### config.mk
export PLATFORM = sky130hd
export DESIGN_NAME = legv8_fetch_unit
export DESIGN_NICKNAME = d
export VERILOG_FILES = /design/src/rtl/legv8_fetch_unit.sv
export SDC_FILE = /design/constraint.sdc
export NUM_CORES = 1
export LEC_CHECK = 0
export CORE_ASPECT_RATIO = 0.5
export CORE_UTILIZATION = 51
export DETAILED_ROUTE_END_ITERATION = 10
export PLACE_DENSITY = 0.82
export SLEW_MARGIN = 10
export SYNTH_ARGS = -nofsm -noshare
export SYNTH_HDL_FRONTEND = slang
export SYNTH_SLANG_ARGS = --single-unit
### constraint.sdc
create_clock -name i_clk -period 14.75 [get_ports i_clk]
set_input_delay 1.475 -clock i_clk [delete_from_list [all_inputs] [get_ports i_clk]]
set_output_delay 1.475 -clock i_clk [all_outputs]
set_load 0.05 [all_outputs]
### src/rtl/legv8_fetch_unit.sv
// legv8_fetch_unit: LEGv8 fetch front end, single outstanding imem read feeding a decode queue
module legv8_fetch_unit #(
  parameter int                ADDR_W   = 64,
  parameter logic [ADDR_W-1:0] RESET_PC = '0,
  parameter int                DEPTH    = 4
) (
  input  logic              i_clk,
  input  logic              i_restart_cpu,
  output logic              o_imem_req,
  output logic [ADDR_W-1:0] o_imem_addr,
  input  logic              i_imem_ack,
  input  logic [31:0]       i_imem_rdata,
  input  logic              i_redirect_valid,
  input  logic [ADDR_W-1:0] i_redirect_pc,
  output logic              o_if_valid,
  output logic [31:0]       o_if_instr,
  output logic [ADDR_W-1:0] o_if_pc,
  input  logic              i_if_ready
);
  localparam int PW = $clog2(DEPTH);
  localparam int CW = $clog2(DEPTH + 1);
  typedef enum logic [1:0] {IDLE, BUSY, DISCARD} state_t;
  state_t            r_state;
  logic [ADDR_W-1:0] r_fetch_pc;
  logic [ADDR_W-1:0] r_req_pc;
  logic [CW-1:0]     r_cnt;
  logic [PW-1:0]     r_wp;
  logic [PW-1:0]     r_rp;
  logic [ADDR_W-1:0] r_pc_mem [DEPTH];
  logic [31:0]       r_instr_mem [DEPTH];
  logic [CW:0]       w_occ;
  logic [ADDR_W-1:0] w_redir_pc;
  logic              w_issue;
  logic              w_enq;
  logic              w_deq;
  // The outstanding request reserves a slot, so a full queue can never be overrun.
  assign w_occ      = {1'b0, r_cnt} + {{CW{1'b0}}, r_state == BUSY};
  assign w_issue    = !i_restart_cpu && !i_redirect_valid &&
                      (r_state == IDLE || (r_state == BUSY && i_imem_ack)) &&
                      (w_occ < (CW+1)'(DEPTH));
  assign w_enq      = r_state == BUSY && i_imem_ack && !i_redirect_valid;
  assign w_deq      = o_if_valid && i_if_ready && !i_redirect_valid;
  assign w_redir_pc = i_redirect_pc & ~ADDR_W'(3);
  assign o_imem_req  = w_issue;
  assign o_imem_addr = r_fetch_pc;
  assign o_if_valid  = r_cnt != '0;
  assign o_if_instr  = r_instr_mem[r_rp];
  assign o_if_pc     = r_pc_mem[r_rp];
  // Queue storage: returned words tagged with the address they were fetched from.
  always_ff @(posedge i_clk or posedge i_restart_cpu) begin
    if (i_restart_cpu) begin
      for (int i = 0; i < DEPTH; i++) begin
        r_pc_mem[i]    <= '0;
        r_instr_mem[i] <= '0;
      end
    end else if (w_enq) begin
      r_pc_mem[r_wp]    <= r_req_pc;
      r_instr_mem[r_wp] <= i_imem_rdata;
    end
  end
  // Fetch FSM, PC and queue pointers; a redirect flushes everything and may leave a read to drop.
  always_ff @(posedge i_clk or posedge i_restart_cpu) begin
    if (i_restart_cpu) begin
      r_state    <= IDLE;
      r_fetch_pc <= RESET_PC;
      r_req_pc   <= RESET_PC;
      r_cnt      <= '0;
      r_wp       <= '0;
      r_rp       <= '0;
    end else if (i_redirect_valid) begin
      r_state    <= (r_state != IDLE && !i_imem_ack) ? DISCARD : IDLE;
      r_fetch_pc <= w_redir_pc;
      r_cnt      <= '0;
      r_wp       <= '0;
      r_rp       <= '0;
    end else begin
      r_state <= w_issue ? BUSY : (r_state != IDLE && i_imem_ack) ? IDLE : r_state;
      if (w_issue) begin
        r_fetch_pc <= r_fetch_pc + ADDR_W'(4);
        r_req_pc   <= r_fetch_pc;
      end
      if (w_enq) r_wp <= r_wp + PW'(1);
      if (w_deq) r_rp <= r_rp + PW'(1);
      r_cnt <= r_cnt + CW'(w_enq) - CW'(w_deq);
    end
  end
endmodule

==> run metrics <==
status=finished, violations left; violated checks=design-rule violations; Placed Area=25900 sq um; core area=roughly 44000 sq um; detailed placement HPWL=34700 microns; Synth Instances=~1700; TritonCTS clock tree=built; Seq/Total Area, Yosys=a little under three fifths; Clk Latency, worst-skew pair=approximately 560 ps; RSZ-0062 raised after global routing=false; antenna-violating nets left=0; Slew @ Worst Pin=approximately 1100 ps; initial drt markers=1343; Die Span Y=roughly 150 microns; Max-Cap Viols=0; Vias/cell=around 5.9; Crit path arrival time=4150 ps; drt total wl=55300 microns; Tmin final=about 5600 ps; htree depth=2; Area Growth Syn to Fin=20.3%; vias post-DR=~15000; Reg2Reg Capture Point=o_imem_addr[14]$_DFFE_PP0P_; period utilisation layout=about two fifths; Fmax=178 MHz; Reg2Reg Depth=9; pin count of the biggest net entering global routing=199; root buf cell=clkbuf_16; IO Port Bufs=between 200 and 300; synthesized area=22900 sq um; post-route DRC violation count=10; CP endpoint kind=output port; crit path kind=in -> out; reg2reg setup slack=11640 ps; clock group share of total power=approximately a quarter; Required @ worst endpoint=roughly 13000 ps; cell taking the most area after synthesis=dfrtp_1; initial antenna violation count=5; #FFs+latches synth=roughly 510; Nets=just over 2000; Total GRT Usage=approximately a quarter; clock buffer depth=3; main flop type after synthesis=dfrtp_1; vias in the first global route=15500; number of synthesized flops with an enable pin=0; Worst Path Max Fanout=between 70 and 80; Rows=54; Leakage=approximately 13 nW; Seq pwr share=about two fifths; clock sink count=between 500 and 600; Chip Width=301 microns; CTS resizes=0; share of the synthesized area in the top cell type=a little under three fifths; pwr dens=~180 nW/um^2; Ports=263; Final Hold Viols=0; Synthesis Warnings=0; clock transition at the registers of the reported paths=60 ps; asr flop ratio synth=100%; Setup violations, final=0; Worst Hold Class=reg -> reg; DR pass1 iterations=8; Max-slew headroom=about a quarter; remaining global-route overflow=0; worst min-delay path startpoint=r_pc_mem[74]$_DFFE_PP0P_; hold-critical path depth=1; synthesized area per cell=13.3 sq um; first-pass GRT wire length=86600 microns; switch share=between 30% and 40%; CP Launch Type=input port; Logic pwr share=a little over a third; Net Sw Power=between 0.0015 and 0.002 W; Yosys cell types=60; final instance area=roughly 27000 sq um; top cells by area, synth=dfrtp_1, mux2_2, mux4_2; Worst Hold Path EP=r_pc_mem[74]$_DFFE_PP0P_; die area=45700 sq um; Hold Buf Count CTS=0; postcts setup bufs=0; Post-synth top cells=dfrtp_1, mux2_2, nand2_1; cts bufs inserted=45; TNS Setup=0 ps; Layout Skew=about 20 ps; share of layout cells above drive strength 1=slightly below 30%; Slew Viols, Final=0; Critical R2R Launch=r_cnt[1]$_DFF_PP0_; peak supply drop=0.0921 mV; top-count cell post-synth=dfrtp_1; P_int=about 0.0032 W; drt wl/cell=~22 microns; Initial Utilization=between 50% and 60%; GPL Wtd Cong=0.848
-- cell type report --
type                            instances  area, sq um
Timing Repair Buffer                  273         2700
Tap cell                              588          736
Clock inverter                         15          270
Clock buffer                           62         1320
Multi-Input combinational cell       1084         9640
Fill cell                            3161        16400
Inverter                               19         75.1
Antenna cell                            5         12.5
Sequential cell                       509        12700
-- cells in the final DEF, fill, tap and decap left out, types with 7 or more instances in the layout --
| master | count |
|---|---|
| dfrtp_1 | 507 |
| mux2_2 | 377 |
| nand2_1 | 270 |
| clkdlybuf4s50_1 | 255 |
| mux4_2 | 94 |
| clkbuf_16 | 46 |
| nand3_1 | 37 |
| o21ai_0 | 36 |
| nor2_1 | 35 |
| o211ai_1 | 29 |
| nand4_1 | 29 |
| inv_1 | 17 |
| a21oi_1 | 17 |
| buf_4 | 16 |
| nor3_1 | 14 |
| or3_1 | 12 |
| and3_1 | 11 |
| clkbuf_8 | 11 |
| or4_1 | 8 |
| o311ai_1 | 8 |
| o311ai_0 | 8 |
| ha_1 | 8 |
| a221o_1 | 7 |
| a31oi_1 | 7 |
| nor4_1 | 7 |
| bufinv_16 | 7 |
-- routing by layer --
metal	wire length, microns	GRT usage, %	up-vias
met5	0	0	-
met4	1980	9.90	0
met3	2230	3.12	131
met2	28300	42.0	426
met1	22800	31.5	7945
li1	-	-	6691
-- flip-flops by register name, indices dropped and copies added (netlist names) --
signal and flops:
o_imem_addr 62, r_cnt 3, r_instr_mem 128, r_pc_mem 248, r_req_pc 62, r_rp 2
r_state 2, r_wp 2
-- power by group through the flow --
stage,registers [W],clock network (W),logic [W]
2_1_floorplan,0.00194,0,0.00123
3_3_place_gp,0.00195,0,0.00179
4_1_cts,0.00195,0.00129,0.00183
3_5_place_dp,0.00197,0,0.00182
6_report,0.00195,0.00127,0.00181
5_1_grt,0.00200,0.00134,0.00190
-- through the flow --
stage | power (W) | cells | hold WS [ps] | setup slack [ps] | util [%]
after floorplan | 0.00318 | 1725 | 474 | 6360 | -
after global placement | 0.00374 | 2473 | 481 | 9160 | 59.1
after detailed placement | 0.00379 | 2473 | 488 | 9130 | 59.1
after CTS | 0.00506 | 2550 | 502 | 9140 | 62.7
after global routing | 0.00524 | 2555 | 510 | 9050 | 62.7
final | 0.00503 | 2555 | 500 | 9120 | 62.7
-- how the worst max path moves through the flow --
stage / startpoint / endpoint / slack, ps / cells past startpoint
floorplan: i_restart_cpu / o_imem_addr[10]$_DFFE_PP0P_ / 6360 / 1
global placement: i_redirect_valid / o_imem_req / 9160 / 6
detailed placement: i_redirect_valid / o_imem_req / 9130 / 6
CTS: i_redirect_valid / o_imem_req / 9140 / 6
global route: i_redirect_valid / o_imem_req / 9050 / 6
finish: i_redirect_valid / o_imem_req / 9120 / 6
-- critical path, stage by stage --
cell	delay, ps
buf_2	100
buf_4	360
nor4b_1	420
o211ai_1	210
inv_2	610
clkdlybuf4s50_1	940
-- logic make-up (layout without fill, tap and decap cells) --
| group | after synthesis | after routing | share of synthesized area [%] |
|---|---|---|---|
| buf+inv | 132 | 369 | 2.26 |
| mux | 473 | 473 | 27.9 |
| simple gates | 460 | 460 | 9.42 |
| other cells | 1 | 9 | 0.0164 |
| flops | 509 | 509 | 55.7 |
| compound gates | 131 | 131 | 3.84 |
| fa+ha+maj | 9 | 9 | 0.526 |
| xor+xnor | 7 | 7 | 0.268 |
No activity file was read; power rests on OpenSTA's default activity.
